===== src/rtl/rf_arb_pkg.sv =====
// rf_arb_pkg: register-file writeback arbiter constants and the grant-select encoding
package rf_arb_pkg;
  localparam int REG_ADDR_W = 5;
  localparam int NUM_REGS = 32;
  localparam int XLEN_DEFAULT = 32;
  typedef enum logic [1:0] {GNT_NONE, GNT_A, GNT_B} gnt_e;
endpackage


===== src/rtl/wb_fifo.sv =====
// wb_fifo: FIFO without bypass; ports are clk, active-low async reset, push_i/pop_i/wdata_i, rdata_o head, full_o/empty_o
module wb_fifo #(
  parameter int W = 37,
  parameter int DEPTH = 2
) (
  input  logic         clk,
  input  logic         reset,
  input  logic         push_i,
  input  logic         pop_i,
  input  logic [W-1:0] wdata_i,
  output logic [W-1:0] rdata_o,
  output logic         full_o,
  output logic         empty_o
);
  localparam int AW = $clog2(DEPTH);
  logic [W-1:0] mem_q [DEPTH];
  logic [AW:0] wr_q, rd_q;
  logic do_push, do_pop;
  assign empty_o = wr_q == rd_q;
  assign full_o = (wr_q[AW] != rd_q[AW]) && (wr_q[AW-1:0] == rd_q[AW-1:0]);
  assign do_push = push_i && !full_o;
  assign do_pop = pop_i && !empty_o;
  assign rdata_o = mem_q[rd_q[AW-1:0]];
  always_ff @(posedge clk or negedge reset) begin
    if (!reset) begin
      wr_q <= '0;
      rd_q <= '0;
    end else begin
      wr_q <= wr_q + (AW+1)'(do_push);
      rd_q <= rd_q + (AW+1)'(do_pop);
    end
  end
  always_ff @(posedge clk) begin
    if (do_push) mem_q[wr_q[AW-1:0]] <= wdata_i;
  end
endmodule


===== src/rtl/rf_wb_arb.sv =====
// rf_wb_arb: writeback arbiter (A pipeline / B buffered long-latency) with starvation guard, busy scoreboard, registered RF write port and rs1/rs2 hazard flags
module rf_wb_arb
  import rf_arb_pkg::*;
#(
  parameter int XLEN = XLEN_DEFAULT,
  parameter int FIFO_DEPTH = 2,
  parameter int STARVE_LIMIT = 4
) (
  input  logic                  clk,
  input  logic                  reset,
  input  logic                  a_valid,
  output logic                  a_ready,
  input  logic [REG_ADDR_W-1:0] a_addr,
  input  logic [XLEN-1:0]       a_data,
  input  logic                  b_valid,
  output logic                  b_ready,
  input  logic [REG_ADDR_W-1:0] b_addr,
  input  logic [XLEN-1:0]       b_data,
  input  logic                  sb_set,
  input  logic [REG_ADDR_W-1:0] sb_set_addr,
  input  logic [REG_ADDR_W-1:0] rs1_addr,
  input  logic [REG_ADDR_W-1:0] rs2_addr,
  output logic                  rs1_busy,
  output logic                  rs2_busy,
  output logic                  reg_write_enable,
  output logic [REG_ADDR_W-1:0] reg_write_addr,
  output logic [XLEN-1:0]       reg_write_data
);
  localparam int EW = REG_ADDR_W + XLEN;
  localparam int SW = $clog2(STARVE_LIMIT + 1);
  logic [EW-1:0] head;
  logic full, empty, force_b;
  logic [REG_ADDR_W-1:0] head_addr, win_addr;
  logic [XLEN-1:0] head_data, win_data;
  gnt_e gnt;
  logic [SW-1:0] starve_q, starve_d;
  logic [NUM_REGS-1:0] busy_q, busy_d, clr_mask, set_mask;
  logic we_q;
  logic [REG_ADDR_W-1:0] addr_q;
  logic [XLEN-1:0] data_q;
  wb_fifo #(.W(EW), .DEPTH(FIFO_DEPTH)) u_fifo (
    .clk(clk),
    .reset(reset),
    .push_i(b_valid),
    .pop_i(gnt == GNT_B),
    .wdata_i({b_addr, b_data}),
    .rdata_o(head),
    .full_o(full),
    .empty_o(empty)
  );
  assign head_addr = head[EW-1 -: REG_ADDR_W];
  assign head_data = head[XLEN-1:0];
  assign b_ready = !full;
  assign force_b = !empty && starve_q == SW'(STARVE_LIMIT);
  assign a_ready = !force_b;
  assign gnt = (!empty && (!a_valid || force_b)) ? GNT_B : a_valid ? GNT_A : GNT_NONE;
  assign win_addr = gnt == GNT_B ? head_addr : a_addr;
  assign win_data = gnt == GNT_B ? head_data : a_data;
  assign starve_d = (empty || gnt == GNT_B) ? '0 :
                    (gnt == GNT_A && starve_q != SW'(STARVE_LIMIT)) ? starve_q + 1'b1 : starve_q;
  assign clr_mask = gnt == GNT_B ? NUM_REGS'(1) << head_addr : '0;
  assign set_mask = sb_set ? NUM_REGS'(1) << sb_set_addr : '0;
  assign busy_d = ((busy_q & ~clr_mask) | set_mask) & ~NUM_REGS'(1);
  assign rs1_busy = busy_q[rs1_addr] || (we_q && addr_q == rs1_addr && rs1_addr != '0);
  assign rs2_busy = busy_q[rs2_addr] || (we_q && addr_q == rs2_addr && rs2_addr != '0);
  assign reg_write_enable = we_q;
  assign reg_write_addr = addr_q;
  assign reg_write_data = data_q;
  always_ff @(posedge clk or negedge reset) begin
    if (!reset) begin
      starve_q <= '0;
      busy_q <= '0;
      we_q <= 1'b0;
      addr_q <= '0;
      data_q <= '0;
    end else begin
      starve_q <= starve_d;
      busy_q <= busy_d;
      we_q <= gnt != GNT_NONE && win_addr != '0;
      if (gnt != GNT_NONE) begin
        addr_q <= win_addr;
        data_q <= win_data;
      end
    end
  end
endmodule


===== config.mk =====
export PLATFORM = sky130hd
export DESIGN_NAME = rf_wb_arb
export DESIGN_NICKNAME = d
export VERILOG_FILES = /design/src/rtl/rf_arb_pkg.sv /design/src/rtl/wb_fifo.sv /design/src/rtl/rf_wb_arb.sv
export SDC_FILE = /design/constraint.sdc
export NUM_CORES = 1
export LEC_CHECK = 0
export BUFFER_PORTS_ARGS = -buffer_cell sky130_fd_sc_hd__buf_2
export CAP_MARGIN = 20
export CELL_PAD_IN_SITES_DETAIL_PLACEMENT = 1
export CELL_PAD_IN_SITES_GLOBAL_PLACEMENT = 2
export CORE_ASPECT_RATIO = 1.1
export CORE_UTILIZATION = 23
export CTS_CLUSTER_DIAMETER = 100
export CTS_CLUSTER_SIZE = 12
export DETAILED_ROUTE_END_ITERATION = 12
export PLACE_DENSITY_LB_ADDON = 0.1
export SYNTH_ARGS = -nofsm -noshare
export SYNTH_HDL_FRONTEND = slang
export SYNTH_SLANG_ARGS = --single-unit

===== constraint.sdc =====
create_clock -name clk -period 3.5 [get_ports clk]
set_input_delay 0.35 -clock clk [delete_from_list [all_inputs] [get_ports clk]]
set_output_delay 0.35 -clock clk [all_outputs]
set_load 0.03 [all_outputs]

==> impl_metrics.sql <==
INSERT INTO impl_metrics (metric_group, metric, value, unit) VALUES
('worst_setup_path', 'crit_fanout', '3', ''),
('timing', 'final_period_minus_worst_setup_slack', '2.55', 'ns'),
('outcome', 'run_status', 'finished, final reports clean', ''),
('timing', 'setup_total_negative_slack', '0', 'ns'),
('route', 'routedWlPerCell', '19.0', 'um'),
('placement', 'post-dp-hpwl', '16000', 'um'),
('logic_synthesis', 'async_flop_share', '0.507', ''),
('finish', 'nNetsFinal', '797', ''),
('die', 'core_area', '0.0305', 'mm^2'),
('pwr', 'combPwrFrac', '0.391', ''),
('die', 'initial_core_util', '0.234', ''),
('global_routing', 'first_pass_grt_wire_length', '33400', 'um'),
('timing', 'headroom_to_the_max_slew_limit', '0.385', ''),
('logic_synthesis', 'syn_inst', '565', ''),
('worst_setup_path', 'critical_path.cell_chain', 'mux4_2, and3_1, o41ai_2, nand4_1, buf_2', ''),
('logic_synthesis', 'synth-seq-area-share', '0.578', ''),
('pwr', 'p_sw_frac', '0.405', ''),
('pwr', 'leakage_power_total', '0.00353', 'uW'),
('die', 'fp-row-count', '67', ''),
('timing', 'clock-skew-final', '0.0143', 'ns'),
('cts', 'clock-root-buffer', 'sky130_fd_sc_hd__clkbuf_16', ''),
('die', 'fp.dieArea', '0.0317', 'mm^2'),
('timing', 'period_share', '0.730', ''),
('worst_setup_path', 'timing.critical_path.slowest_stage_cell', 'sky130_fd_sc_hd__mux4_2', ''),
('timing', 'finalHoldWorstSlack', '0.0307', 'ns'),
('worst_setup_path', 'critical_path_required', '3.15', 'ns'),
('cts', 'cts.repair_timing.setup_buffer_count', '0', ''),
('route', 'drt_drc_violations_left', '0', ''),
('timing', 'grt_setup_unrepaired', 'false', ''),
('global_routing', 'first_global_vias', '5647', ''),
('logic_synthesis', 'synth_flop_cell', 'sky130_fd_sc_hd__dfrtp_1', ''),
('worst_setup_path', 'critPathCaptureType', 'output port', ''),
('die', 'die_x', '170', 'um'),
('route', 'routed_wirelength', '21400', 'um'),
('cts', 'clk_pin_slew_worst_paths', '0.07', 'ns'),
('cts', 'clkLatencyLatePin', '0.43', 'ns'),
('route', 'route.detailed.vias_per_inst', '4.42', ''),
('worst_setup_path', 'critPathMaxStageDelay', '0.48', 'ns'),
('timing', 'timing.final.hold_violations', '0', ''),
('logic_synthesis', 'yosys_warnings', '0', ''),
('cts', 'cts_tree', 'built', ''),
('timing', 'setup_slack', '0.946', 'ns'),
('global_routing', 'antenna_found_initial', '5', ''),
('pwr', 'total_switching_power', '3260', 'uW'),
('worst_setup_path', 'path_delay_family', 'multiplexers', ''),
('cts', 'tritoncts.num_buffers', '17', ''),
('pwr', 'irDropWorstVdd', '318', 'uV'),
('placement', 'gp_congestion', '0.753', ''),
('worst_setup_path', 'critPathArrivalTime', '2.20', 'ns'),
('route', 'route.vias.total', '4977', ''),
('cts', 'clock_tree.buffer_depth', '2', ''),
('job', 'max_cap_violations', '0', ''),
('route', 'postRouteAntennaNets', '0', ''),
('die', 'fp.dieH', '187', 'um'),
('logic_synthesis', 'post_synth_instance_area', '0.00714', 'mm^2'),
('cts', 'cts-hold-fix-buffers', '0', ''),
('placement', 'portBuffers', '135', ''),
('finish', 'fillCellCount', '3413', ''),
('logic_synthesis', 'synth_cell_types', '51', ''),
('timing', 'worst_slew_pin_slew', '0.923', 'ns'),
('finish', 'drive_above_1_share', '0.338', ''),
('timing', 'setup-violations-final', '0', ''),
('cts', 'clock-sinks', '150', ''),
('worst_setup_path', 'setup.worst_path.start_class', 'flop', ''),
('global_routing', 'largest_net_degree_at_the_start_of_global_routing', '63', ''),
('min_path', 'min-delay-path-class', 'in2async', ''),
('timing', 'fmaxAchievable', '392', 'MHz'),
('cts', 'cts_resized', '0', ''),
('cts', 'htree_num_levels', '4', ''),
('timing', 'timing_max_transition_violations_final', '0', ''),
('logic_synthesis', 'synth-edff-count', '74', '');
[final cells by class]
cell class,count,area (um^2),share of cell area
sequential,150,4130,0.467
multi-input combinational,343,2690,0.304
timing repair buffer,149,783,0.0887
tap,414,518,0.0586
clock buffer,18,439,0.0497
clock inverter,14,141,0.0160
inverter,37,139,0.0157
antenna,1,2.50,0.000283
[worst paths after layout]
kind                                                     start                             end  slack (ns)  depth (start not counted)
worst max-delay path                      busy_q[31]$_DFF_PN0_                        rs2_busy        0.95                          5
worst min-delay path                                     reset   reg_write_data[3]$_DFFE_PN0P_        0.03                          1
worst max register to register        u_fifo.rd_q[0]$_DFF_PN0_            busy_q[23]$_DFF_PN0_        1.03                          5
worst min register to register  reg_write_data[20]$_DFFE_PN0P_  reg_write_data[20]$_DFFE_PN0P_        0.48                          2
max in group asynchronous                                reset   reg_write_data[0]$_DFFE_PN0P_        2.63                          2
min in group clk                                    b_data[28]   u_fifo.mem_q[0][28]$_DFFE_PP_        0.11                          1
[stage by stage]
step	util	total power [uW]	instance area (um^2)	std cells
6_report	0.290	8060	8830	1126
5_1_grt	0.289	8610	8830	1125
4_1_cts	0.289	8210	8820	1123
3_5_place_dp	0.270	6340	8240	1091
3_3_place_gp	0.270	6240	8240	1091
2_1_floorplan	-	5260	7140	565
[placed cells by master (no fill, tap or decap), drive strengths merged, types with 3 or more instances in the layout]
| cell type | instances |
|---|---|
| and3 | 4 |
| nor2 | 8 |
| inv | 44 |
| xnor2 | 3 |
| a2111oi | 8 |
| a211oi | 23 |
| o21ai | 43 |
| clkinv | 4 |
| nand2b | 5 |
| xor2 | 10 |
| ha | 5 |
| edfxtp | 74 |
| o211ai | 3 |
| mux2 | 39 |
| nor2b | 7 |
| nor3b | 3 |
| nor3 | 6 |
| and3b | 4 |
| o22ai | 31 |
| nand4 | 4 |
| or2 | 3 |
| nand2 | 48 |
| nand3 | 7 |
| mux2i | 44 |
| dfrtp | 76 |
| clkbuf | 18 |
| mux4 | 12 |
| buf | 149 |
[registers in the layout, summed over array words and instances, names as in the netlist]
name              cells
u_fifo.wr_q           2
u_fifo.mem_q         74
reg_write_enable      1
u_fifo.rd_q           2
reg_write_data       32
busy_q               31
reg_write_addr        5
starve_q              3
[routing by layer]
metal	GRT usage	vias to the layer above	share of wire
met5	0	-	0.0023
li1	-	2378	-
met4	0.0395	8	0.011
met1	0.172	2473	0.44
met2	0.245	95	0.51
met3	0.0320	23	0.039
[cells in the mapped netlist, types with 3 or more instances]
cell	number	area share
sky130_fd_sc_hd__buf_2	11	0.0077
sky130_fd_sc_hd__a211oi_1	23	0.024
sky130_fd_sc_hd__o21ai_0	40	0.028
sky130_fd_sc_hd__a2111oi_0	8	0.0098
sky130_fd_sc_hd__edfxtp_1	74	0.31
sky130_fd_sc_hd__xnor2_1	3	0.0037
sky130_fd_sc_hd__nor2_1	8	0.0042
sky130_fd_sc_hd__inv_1	37	0.019
sky130_fd_sc_hd__ha_1	5	0.0088
sky130_fd_sc_hd__mux2i_1	44	0.062
sky130_fd_sc_hd__o22ai_1	31	0.027
sky130_fd_sc_hd__nand3_1	7	0.0049
sky130_fd_sc_hd__and3_1	4	0.0035
sky130_fd_sc_hd__buf_4	4	0.0042
sky130_fd_sc_hd__xor2_1	9	0.011
sky130_fd_sc_hd__nor3b_1	3	0.0032
sky130_fd_sc_hd__dfrtp_1	76	0.27
sky130_fd_sc_hd__or2_2	3	0.0026
sky130_fd_sc_hd__clkbuf_1	13	0.0068
sky130_fd_sc_hd__and3b_1	4	0.0049
sky130_fd_sc_hd__mux4_2	11	0.035
sky130_fd_sc_hd__nand4_1	4	0.0035
sky130_fd_sc_hd__o21ai_1	3	0.0021
sky130_fd_sc_hd__nor3_1	6	0.0042
sky130_fd_sc_hd__buf_6	5	0.0079
sky130_fd_sc_hd__o211ai_1	3	0.0032
sky130_fd_sc_hd__mux2_2	39	0.062
sky130_fd_sc_hd__nand2b_1	5	0.0044
sky130_fd_sc_hd__nor2b_1	7	0.0061
sky130_fd_sc_hd__nand2_1	48	0.025
[cells by family (layout without fill, tap and decap cells)]
kind of cell / count (synthesis) / in the layout / share of synthesized area
xor+xnor: 13 / 13 / 0.0170
compound gates: 123 / 123 / 0.113
mux: 95 / 95 / 0.162
fa+ha+maj: 5 / 5 / 0.00877
flops: 150 / 150 / 0.578
simple gates: 107 / 107 / 0.0749
buf+inv: 72 / 218 / 0.0472
other cells: 0 / 1 / 0
[power groups by stage]
stage	combinational [uW]	clock (uW)	sequential (uW)
after global routing	3490	1940	3190
after global placement	3160	0	3090
final	3150	1820	3090
after detailed placement	3210	0	3130
after CTS	3220	1890	3100
after floorplan	1900	0	3360
[worst register-to-register path: stages, from the launching register on]
cell                        delay, ns
sky130_fd_sc_hd__dfrtp_2         0.80
sky130_fd_sc_hd__buf_4           0.43
sky130_fd_sc_hd__and3b_1         0.22
sky130_fd_sc_hd__a31oi_1         0.55
sky130_fd_sc_hd__a2111oi_0       0.19
sky130_fd_sc_hd__o22ai_1         0.19
(Power assumes the default switching activity.)
